==> config.mk <==
export PLATFORM = sky130hd
export DESIGN_NAME = freq_gen_ctrl
export DESIGN_NICKNAME = d
export VERILOG_FILES = /design/src/rtl/freq_gen_pkg.sv /design/src/rtl/half_period_counter.sv /design/src/rtl/freq_gen_ctrl.sv
export SDC_FILE = /design/constraint.sdc
export NUM_CORES = 1
export LEC_CHECK = 0
export ABC_AREA = 0
export BUFFER_PORTS_ARGS = -buffer_cell sky130_fd_sc_hd__buf_2
export CELL_PAD_IN_SITES_DETAIL_PLACEMENT = 0
export CELL_PAD_IN_SITES_GLOBAL_PLACEMENT = 1
export CORE_MARGIN = 2
export CORE_UTILIZATION = 43
export CTS_BUF_LIST = sky130_fd_sc_hd__clkbuf_8 sky130_fd_sc_hd__clkbuf_16
export DETAILED_ROUTE_END_ITERATION = 16
export GPL_ROUTABILITY_DRIVEN = 0
export GPL_TIMING_DRIVEN = 0
export PLACE_DENSITY_LB_ADDON = 0.1
export SETUP_SLACK_MARGIN = 0.3
export SYNTH_ARGS = -nofsm -noshare
export SYNTH_HDL_FRONTEND = slang
export SYNTH_HIERARCHICAL = 1
export SYNTH_SLANG_ARGS = --single-unit
==> constraint.sdc <==
create_clock -name clock -period 3.6 [get_ports clock]
set_input_delay 0.36 -clock clock [delete_from_list [all_inputs] [get_ports clock]]
set_output_delay 0.36 -clock clock [all_outputs]
set_load 0.05 [all_outputs]
==> src/rtl/freq_gen_pkg.sv <==
// freq_gen_pkg: shared state encoding and defaults for the clock-enable generator
package freq_gen_pkg;
  typedef enum logic [1:0] {IDLE, RUN, PEND} state_e;
  function automatic int half_from_freq(input int f_clk, input int f_out);
    return f_clk / (2 * f_out);
  endfunction
  localparam int CNT_W_DEF = 16;
  localparam int DEFAULT_HALF_DEF = half_from_freq(50_000_000, 2_500_000);
endpackage

==> src/rtl/half_period_counter.sv <==
// half_period_counter: wrapping 0..half-1 counter with terminal flag
module half_period_counter
  import freq_gen_pkg::*;
#(
  parameter int CNT_W = CNT_W_DEF
) (
  input  logic             clock,
  input  logic             reset_n,
  input  logic [CNT_W-1:0] half,
  input  logic             clear,
  input  logic             enable,
  output logic [CNT_W-1:0] cnt,
  output logic             terminal
);
  logic [CNT_W-1:0] cnt_q, cnt_d;
  assign terminal = cnt_q == half - CNT_W'(1);
  assign cnt = cnt_q;
  always_comb cnt_d = clear ? '0 : !enable ? cnt_q : terminal ? '0 : cnt_q + CNT_W'(1);
  always_ff @(posedge clock or negedge reset_n)
    if (!reset_n) cnt_q <= '0;
    else cnt_q <= cnt_d;
endmodule

==> src/rtl/freq_gen_ctrl.sv <==
// freq_gen_ctrl: square-wave generator with boundary-synchronised reconfiguration
module freq_gen_ctrl
  import freq_gen_pkg::*;
#(
  parameter int CNT_W        = CNT_W_DEF,
  parameter int DEFAULT_HALF = DEFAULT_HALF_DEF,
  parameter bit AUTO_START   = 1'b1
) (
  input  logic             clock,
  input  logic             reset_n,
  input  logic             cfg_valid,
  output logic             cfg_ready,
  input  logic [CNT_W-1:0] cfg_half,
  input  logic             cfg_en,
  output logic             clk_out,
  output logic             rise,
  output logic             fall,
  output logic             running,
  output logic             cfg_err
);
  state_e           state_q;
  logic [CNT_W-1:0] half_q, sh_half_q, cnt;
  logic             sh_en_q, start_q, clk_out_q, rise_q, fall_q, cfg_err_q;
  logic             terminal, xfer, legal, count_en, tick;
  assign cfg_ready = state_q != PEND;
  assign running   = state_q != IDLE;
  assign clk_out   = clk_out_q;
  assign rise      = rise_q;
  assign fall      = fall_q;
  assign cfg_err   = cfg_err_q;
  assign xfer      = cfg_valid & cfg_ready;
  assign legal     = cfg_half != '0;
  // start_q holds the counter one extra cycle after an idle start
  assign count_en  = (state_q != IDLE) & ~start_q;
  assign tick      = count_en & terminal;
  half_period_counter #(.CNT_W(CNT_W)) u_cnt (
    .clock   (clock),
    .reset_n (reset_n),
    .half    (half_q),
    .clear   (~count_en),
    .enable  (count_en),
    .cnt     (cnt),
    .terminal(terminal)
  );
  always_ff @(posedge clock or negedge reset_n)
    if (!reset_n) begin
      state_q   <= AUTO_START ? RUN : IDLE;
      half_q    <= CNT_W'(DEFAULT_HALF);
      sh_half_q <= '0;
      sh_en_q   <= 1'b0;
      start_q   <= 1'b0;
      clk_out_q <= 1'b0;
      rise_q    <= 1'b0;
      fall_q    <= 1'b0;
      cfg_err_q <= 1'b0;
    end else begin
      rise_q    <= tick & ~clk_out_q;
      fall_q    <= tick & clk_out_q;
      cfg_err_q <= xfer & ~legal;
      start_q   <= 1'b0;
      if (tick) clk_out_q <= ~clk_out_q;
      case (state_q)
        IDLE: if (xfer && legal && cfg_en) begin
          half_q  <= cfg_half;
          start_q <= 1'b1;
          state_q <= RUN;
        end
        RUN: if (xfer && legal) begin
          sh_half_q <= cfg_half;
          sh_en_q   <= cfg_en;
          state_q   <= PEND;
        end
        PEND: if (tick && clk_out_q) begin
          if (sh_en_q) half_q <= sh_half_q;
          state_q <= sh_en_q ? RUN : IDLE;
        end
        default: state_q <= IDLE;
      endcase
    end
  a_cnt_in_range: assert property (@(posedge clock) disable iff (!reset_n) cnt < half_q);
endmodule

# Word level (Yosys, flattened, before mapping)
# Cells that the tools add are included.
word_totals:
  input_bits: 20
  output_inout_bits: 6
  ff_bits: 56
op_classes:
  eq_ne: 8
  n_bitwise: 9
  mux: 13
  n_reduce_logical: 10
  n_addsub: 2
op_table:
  columns: ["cell", "count"]
  rows:
  - ["2-to-1 mux 16 bit", 5]
  - ["case mux 16 bit (2 select lines)", 1]
  - ["adder 16 x 1 -> 16 bit (second input constant)", 1]
  - ["== test 16 bit", 1]
  - ["nonzero test 16 bit", 1]
  - ["subtractor 16 x 1 -> 16 bit (second input constant)", 1]
  - ["inequality test 2 bit (second input constant)", 5]
  - ["bitwise AND 1 bit", 6]
  - ["2-to-1 mux 2 bit", 3]
  - ["case mux 2 bit (3 select lines)", 1]
  - ["AND reduction 4 bit", 1]
  - ["nonzero test 2 bit", 2]
  - ["logical AND 1 bit", 3]
  - ["2-to-1 mux 1 bit", 3]
  - ["inverter 1 bit", 3]
  - ["AND reduction 3 bit", 1]
  - ["== test 2 x 1 -> 1 bit (second input constant)", 1]
  - ["== test 2 bit (second input constant)", 1]
  - ["zero test 2 bit", 1]
  - ["AND reduction 2 bit", 1]

# Longest topological paths before layout
# Gate-level depths: netlist of run 1.
logic_depth:
  depth_word: 6
  mapped_depth: 15
  ltp_nobuf: 11

# By module
# Netlist of run 1, hierarchy kept.
by_module_without_submodules:
  columns: ["module", "cells_each", "area_each_um2", "instances"]
  rows:
  - ["freq_gen_ctrl", 122, 1712.9, 1]
  - ["half_period_counter", 182, 1520.2, 1]

# Worst setup path before layout of run 1
# No wires, ideal clock.
synth_timing:
  path_kind: "reg2reg"
  start: "reg half_q[0]"
  end: "reg half_q[8]"
  stages_incl_launch_ff: 16
  n_path_buf: 4
  t_arrival_ns: 3.299
  period_less_slack_ns: 3.364
  slack_ns: 0.236
  setup_ns: 0.065
  path_cell_list: "dfrtp_1 clkbuf_1 inv_1 ha_1 clkbuf_1 inv_1 or4b_2 a21oi_1 o32ai_2 nor3_1 nand2b_1 nor3_2 a41o_1 buf_2 buf_6 o221a_2"
synth_via:
  elab_chain_len: 6
synth_rtl:
  columns: ["item", "line", "rtl"]
  rows:
  - ["start: declaration", "freq_gen_ctrl.sv:22", "logic [CNT_W-1:0] half_q, sh_half_q, cnt;"]
  - ["start signal: assignment", "freq_gen_ctrl.sv:48", "half_q <= CNT_W'(DEFAULT_HALF);"]
  - ["start signal: assignment", "freq_gen_ctrl.sv:64", "half_q <= cfg_half;"]
  - ["start signal: assignment", "freq_gen_ctrl.sv:74", "if (sh_en_q) half_q <= sh_half_q;"]
  - ["subtractor 16 x 1 -> 16 bit", "half_period_counter.sv:16", "assign terminal = cnt_q == half - CNT_W'(1);"]
  - ["== test 16 bit", "half_period_counter.sv:16", null]
  - ["net terminal", "freq_gen_ctrl.sv:24", "logic terminal, xfer, legal, count_en, tick;"]
  - ["bitwise AND 1 bit", "freq_gen_ctrl.sv:35", "assign tick = count_en & terminal;"]
  - ["logical AND 1 bit", "freq_gen_ctrl.sv:73", "PEND: if (tick && clk_out_q) begin"]
  - ["inequality test 2 bit (no line)", null, null]
  - ["AND reduction 4 bit (no line)", null, null]
# The timed path passes the listed nets, and every way through them passes these cells.
# A chain may end at the register's enable or synchronous reset.

# Worst setup path in the final report of run 1
layout_timing:
  start: "reg half_q[2]"
  end: "reg half_q[8]"
# Same word-level chain as after synthesis.

==> out/metrics.csv, run 1 <==
stage,metric,value,unit
run_status,outcome,completed,
global_route,number of global-route vias before repair,2580,
routing,Antenna Nets Post-Route,0,
clock_tree,cts bufs inserted,5,
logic_synthesis,Yosys reg bits,56,
routing,routed length per instance,16.9,µm
routing,vias per cell,5.54,
timing,Worst-Margin Slew,719,ps
logic_synthesis,syn_area_per_cell,10.6,µm²
global_route,antenna violations before repair,0,
global_route,gr usage total,19.6,%
layout,fillers,691,
setup_path,cell mode on critical path,buf_6,
floorplan,initial core utilization,44.6,%
logic_synthesis,Main synth FF type,dfrtp_1,
logic_synthesis,simple-gate share of the synthesized area,21.6,%
floorplan,Horiz. Die Dim,90.7,µm
routing,drt total wl,7700,µm
routing,drt first pass iters,4,
setup_path,WP buf/inv,4,
clock_tree,Clock Latency Late Sink,310,ps
logic_synthesis,Mapped Area,3230,µm²
logic_synthesis,xor and xnor area share after synthesis,8.59,%
routing,Iter 0 DRT Violations,115,
timing,fin crit period,3180,ps
layout,share of cells above drive strength 1,38.7,%
setup_path,CP cell instances,buf_6 > or4_4 > buf_6 > or2_4 > o41a_1 > o22ai_4 > nor3_2 > nand2b_1 > nor3_4 > a41o_1 > buf_6 > clkbuf_16 > o221a_4,
run,max cap viols,0,
routing,DR DRC count,0,
global_route,first-pass GRT wire length,13000,µm
global_route,total gr overflow,0,
min_path,worst min-delay path category,in2async,
floorplan,die area,8230,µm²
place,Detailed Place HPWL,5290,µm
timing,Max-slew headroom,52.1,%
logic_synthesis,sequential area share after synthesis,43.5,%
logic_synthesis,main combinational cell family by area after synthesis,simple AND/OR/NAND/NOR gates,
layout,Area Overhead vs Synth,23.7,%
setup_path,Critical Path Slowest Stage Cell,or4_4,
logic_synthesis,asr flop ratio synth,100,%
routing,DR vias,2526,
place,pre-CTS WS,-478,ps
timing,f_max,0.314,GHz
logic_synthesis,Synth Net Count,326,
timing,Fin Clk Skew,9.75,ps
clock_tree,Root Buffer,clkbuf_8,
setup_path,FF-to-FF path depth,13,
clock_tree,TritonCTS clock tree,yes,
setup_path,"Max FO, Critical Path",7,
setup_path,crit start category,flip-flop,
floorplan,core region area,7250,µm²
logic_synthesis,Synth Area in Compound Gates,14.3,%
logic_synthesis,Synth Area in Adders,0.774,%
setup_path,"setup slack, reg-to-reg",420,ps
clock_tree,Clock Path Buffers,2,
logic_synthesis,"EDFF count, synth",0,
floorplan,Die Y,90.7,µm
clock_tree,Worst-path clk slew,110,ps
logic_synthesis,post-synthesis mux area share,6.97,%
logic_synthesis,post-synth top area cell,dfrtp_1,
global_route,largest net degree at the start of global routing,57,
floorplan,Boundary Pins,26,
setup_path,WS Path Type,reg2reg,
logic_synthesis,synth warn,6,
logic_synthesis,Synth top area share,41.0,%
logic_synthesis,Yosys cell types,58,
setup_path,family with the most delay on the worst path,simple AND/OR/NAND/NOR gates,
timing,RSZ-0062 raised after global routing,yes,
setup_path,Worst setup EP type,flip-flop,
setup_path,max incr delay on CP,520,ps
power_and_ir_drop,peak supply drop,0.206,mV
setup_path,CP required,3820,ps
layout,Ant. Diodes,0,
logic_synthesis,"top cells by area, synth","dfrtp_1 (41%), o221a_2 (5.6%), nand2b_1 (4.3%)",
timing,fin crit share,88.4,%
clock_tree,CTS sink count,56,
setup_path,worst reg2reg startpoint,half_q[2],
timing,final setup fails,0,
layout,Nets,378,
setup_path,Worst Path Arrival,3400,ps
timing,total negative slack,0,ps
place,PortBufs,25,
logic_synthesis,synthesized instance count,304,
floorplan,Rows,31,
power_and_ir_drop,Leak Pwr,0.00179,µW
timing,max-slew violations,0,
layout,"Core Util, Final",55.1,%
clock_tree,htree depth,2,
power_and_ir_drop,pwr dens,255,nW/µm²
setup_path,worst r2r dst,half_q[8],
layout,Storage cell area,1410,µm²
timing,"Hold Violations, Final",0,
layout,Multi-input gate area,1890,µm²
timing,Final WS setup,418,ps
==> layout make-up <==
class	instances	area share, %
repair buffers	45	7.69
well taps	99	3.10
multi-input cells	222	47.3
clock buffers	5	1.72
clock inverters	3	0.532
inverters	10	1.00
plain buffers	16	3.50
flip-flops and latches	56	35.1
==> where the power goes <==
group	internal (µW)	leakage (µW)	total, µW	switching (µW)
clock	139	0.0000445	360	221
sequential	629	0.000752	629	0
combinational	8.78	0.000995	32.4	23.7
==> per-stage QoR <==
stage	instance area, µm²	power, µW	std cells	hold slack (ps)
6_report	4000	1020	456	83.5
5_1_grt	4000	1060	456	132
4_1_cts	3740	1040	444	274
3_5_place_dp	3490	673	428	483
3_3_place_gp	3490	673	428	481
2_1_floorplan	3240	643	304	64.4
==> synth_stat cells, drive strengths merged, types with 3 or more instances <==
cell / n
xnor2: 14
or3: 4
inv: 10
a21oi: 8
nor4: 6
o21ai: 5
dfrtp: 53
buf: 9
mux2: 17
nand3: 9
nand2b: 22
xor2: 15
o32ai: 3
clkbuf: 7
nand2: 12
nor3: 13
or2: 3
nand4: 9
or4: 4
o311ai: 4
o221a: 16
and3: 5
nor2: 25
dfstp: 3
==> timing repair <==
item                                    4_1_cts  5_1_grt
gates cloned                                  0        1
endpoints found under the setup margin       30       28
hold buffers                                  0        0
pin swaps                                     6       15
gates resized for setup                      24       33
setup buffers                                 8       11
==> sequential cells by signal, indices dropped and copies added, names as in the netlist <==
register and count:
start_q 1, cfg_err 1, u_cnt/cnt 16, fall 1
state_q 2, half_q 16, sh_en_q 1, sh_half_q 16
rise 1, clk_out 1
==> placed cells by master (no fill, tap or decap), types with 3 or more instances in the layout <==
cell type / instances
xor2_1: 15
nor2_1: 15
a21oi_1: 5
dfstp_2: 3
clkbuf_1: 3
nand2_1: 12
xnor2_1: 14
nor2_2: 10
nand3_1: 8
o311ai_1: 3
nand4_1: 9
buf_4: 21
or3_1: 4
nor3_1: 9
nand2b_1: 22
o221a_4: 4
mux2_2: 8
mux2_4: 9
o221a_2: 12
buf_6: 8
clkbuf_8: 5
buf_2: 25
nor4_1: 6
dfrtp_1: 53
inv_1: 8
or4_4: 3
o21ai_0: 5
and3_1: 5
==> worst reg2reg max path, delay by kind of cell, from the launching register on <==
family	cells	cell delay, ps
buf+inv	4	590
simple gates	5	1100
flops	1	400
compound gates	4	990
==> worst max-delay path by stage <==
stage / from / to / slack, ps / cells after the start
detailed placement: half_q[0] / half_q[6] / -480 / 14
global placement: half_q[0] / half_q[4] / -450 / 14
finish: half_q[2] / half_q[8] / 420 / 13
global route: half_q[1] / half_q[8] / 290 / 15
CTS: half_q[2] / half_q[6] / 310 / 13
floorplan: half_q[2] / half_q[2] / 310 / 13
==> logic make-up after synthesis <==
| family | after synthesis |
|---|---|
| AND/OR/NAND/NOR | 122 |
| flip-flops | 56 |
| adder cells (fa/ha/maj) | 2 |
| AO/OA/AOI/OAI | 51 |
| XOR/XNOR | 30 |
| buffers and inverters | 26 |
| multiplexers | 17 |
==> layer usage <==
metal  wire, µm  global-route usage (%)  share of wire, %  up-vias
li1           -                       -                 -     1220
met1       3590                    27.1                47     1263
met2       3820                    32.6                50       38
met3        227                    2.92               2.9        5
met4         63                    4.62              0.82        0
met5          0                       0                 0        -
(Power assumes the default switching activity.)
==> inputs of run 2 (changes only) <==
CELL_PAD_IN_SITES_GLOBAL_PLACEMENT = 2   (was 1)
CORE_UTILIZATION = 37   (was 43)
CTS_BUF_LIST = sky130_fd_sc_hd__clkbuf_8   (was sky130_fd_sc_hd__clkbuf_8 sky130_fd_sc_hd__clkbuf_16)
==> run 2 against run 1 <==
Net effect: setup slack lost 13 ps; critical path depth did not move; critical path type unchanged; non-clock buffer count down 1; largest cell class unchanged; critical endpoint is now half_q[6]; worst hold slack gained 5.5 ps.
==> out/metrics.csv, run 2 (synthesized netlist as in run 1, its figures left out) <==
stage,metric,value,unit,change
run_status,outcome,completed,,
global_route,M3 GR Usage,2.45,%,-0.48 points
run,max cap viols,0,,unchanged
global_route,first-pass GRT wire length,13100,µm,+0.85%
clock_tree,htree depth,2,,unchanged
setup_path,worst reg2reg startpoint,half_q[2],,
timing,Fin Clk Skew,4.08,ps,-5.67 ps
layout,"most common cell after layout, fill and taps aside",dfrtp_1,,
global_route,largest net degree at the start of global routing,57,,unchanged
power_and_ir_drop,Leak Pwr,0.00180,µW,+0.21%
layout,share of cells above drive strength 1,37.4,%,-1.3 points
global_route,antenna violations before repair,0,,unchanged
setup_path,crit start category,flip-flop,,
routing,vias per cell,5.26,,-5.1%
setup_path,WS Path Type,reg2reg,,
global_route,number of global-route vias before repair,2466,,-4.4%
routing,DR DRC count,0,,unchanged
routing,DR vias,2440,,-3.4%
place,Post-Place Cell Area,3500,µm²,+0.32%
setup_path,cell mode on critical path,buf_6,,
global_route,global-route layer with the greatest usage,met2,,
global_route,gr usage total,17.1,%,-2.6 points
layout,Nets,377,,-0.26%
clock_tree,hold bufs inserted after CTS,0,,unchanged
floorplan,core region area,8590,µm²,+18%
timing,Max-slew headroom,52.3,%,+0.18 points
layout,Ant. Diodes,0,,unchanged
floorplan,Boundary Pins,26,,unchanged
global_route,met2 usage,28.2,%,-4.4 points
routing,drt first pass iters,4,,unchanged
min_path,worst min-delay path category,in2async,,
floorplan,die area,9500,µm²,+15%
clock_tree,Worst-path clk slew,110,ps,about the same
power_and_ir_drop,Pwr Total,1110,µW,+8.9%
clock_tree,Root Buffer,clkbuf_8,,
layout,Layout Cells excl Fill,464,,+1.8%
timing,fin crit share,88.7,%,+0.36 points
timing,f_max,0.313,GHz,-0.40%
layout,"commonest cells after routing, fill and taps aside","dfrtp_1 (53), buf_2 (25), nand2b_1 (22)",,
routing,Antenna Nets Post-Route,0,,unchanged
clock_tree,cts bufs inserted,5,,unchanged
clock_tree,Clock Path Buffers,2,,unchanged
floorplan,Rows,34,,+9.7%
timing,max-slew violations,0,,unchanged
setup_path,Worst setup EP type,flip-flop,,
routing,routed length per instance,17.2,µm,+2.1%
setup_path,CP cell instances,buf_6 > or4_4 > buf_6 > o41ai_2 > a21oi_2 > o32ai_4 > nor3_2 > nand2b_1 > nor3_4 > a41o_1 > buf_6 > clkbuf_16 > o221a_2,,
setup_path,max incr delay on CP,520,ps,about the same
clock_tree,Clock Latency Late Sink,310,ps,about the same
timing,RSZ-0062 raised after global routing,no,,
place,PortBufs,25,,unchanged
place,Detailed Place HPWL,5560,µm,+5.1%
routing,drt total wl,8000,µm,+3.9%
setup_path,"Max FO, Critical Path",7,,unchanged
timing,"Hold Violations, Final",0,,unchanged
place,Cells after DPL,437,,+2.1%
global_route,met1 Resource Use GR,24.2,%,-2.9 points
power_and_ir_drop,pwr dens,283,nW/µm²,+11%
timing,Worst-Margin Slew,716,ps,-2.64 ps
setup_path,Worst Path Arrival,3400,ps,about the same
power_and_ir_drop,peak supply drop,0.166,mV,-20%
setup_path,worst setup path start,half_q[2],,
global_route,total gr overflow,0,,unchanged
layout,cell area after layout,3940,µm²,-1.6%
floorplan,Die Y,97.5,µm,+7.5%
setup_path,Critical Path Slowest Stage Cell,or4_4,,
floorplan,initial core utilization,37.6,%,-7.0 points
floorplan,Horiz. Die Dim,97.5,µm,+7.5%
clock_tree,TritonCTS clock tree,yes,,
timing,fin crit period,3190,ps,+12.8 ps
timing,final setup fails,0,,unchanged
layout,Area Overhead vs Synth,21.8,%,
setup_path,CP required,3810,ps,about the same
timing,Min Hold Slack,89.1,ps,+5.52 ps
routing,Iter 0 DRT Violations,93,,-19%
layout,"Core Util, Final",45.8,%,-9.3 points
clock_tree,CTS sink count,56,,unchanged
[run 2: critical path, delay by kind of cell (launching register included)]
kind / cells / cell delay, ps
simple gates: 4 / 860
compound gates: 5 / 1250
flops: 1 / 400
buf+inv: 4 / 560
[run 2: metrics by stage]
stage               worst slack (ps)  setup TNS (ps)
global route                     288               0
floorplan                        315               0
finish                           406               0
detailed placement              -447           -6430
CTS                              313               0
global placement                -466           -6780
[run 2: path summary, 6_finish.rpt]
kind                                  to  slack [ps]  cells past startpoint
setup / recovery               half_q[6]         410                     13
hold / removal             u_cnt/cnt[13]          90                      1
setup reg to reg               half_q[6]         410                     13
hold reg to reg             sh_half_q[2]         510                      1
max in group asynchronous   sh_half_q[4]        3040                      1
min in group clock               cfg_err         290                      3
[run 2: layout make-up]
| type | instances | area (µm²) |
|---|---|---|
| fillers | 860 | 4660 |
| multi-input cells | 222 | 1810 |
| flip-flops and latches | 56 | 1410 |
| repair buffers | 44 | 292 |
| plain buffers | 16 | 140 |
| well taps | 108 | 135 |
| clock buffers | 6 | 82.6 |
| clock inverters | 2 | 38.8 |
| inverters | 10 | 37.5 |
[run 2: power by group]
group,total [µW],internal (µW),switching [µW]
clock,452,228,224
combinational,32.0,8.77,23.2
sequential,629,629,0
[run 2: timing repair]
action | in CTS | in global routing
gates cloned | 0 | 1
buffers inserted | 9 | 9
gates resized for setup | 22 | 22
setup endpoints to repair | 30 | 28
pin swaps | 6 | 8
[run 2: per-layer routing]
layer | up-vias | part of all wire [%]
li1 | 1222 | -
met1 | 1185 | 50
met2 | 31 | 48
met3 | 2 | 2.2
met4 | 0 | 0.37
met5 | - | 0
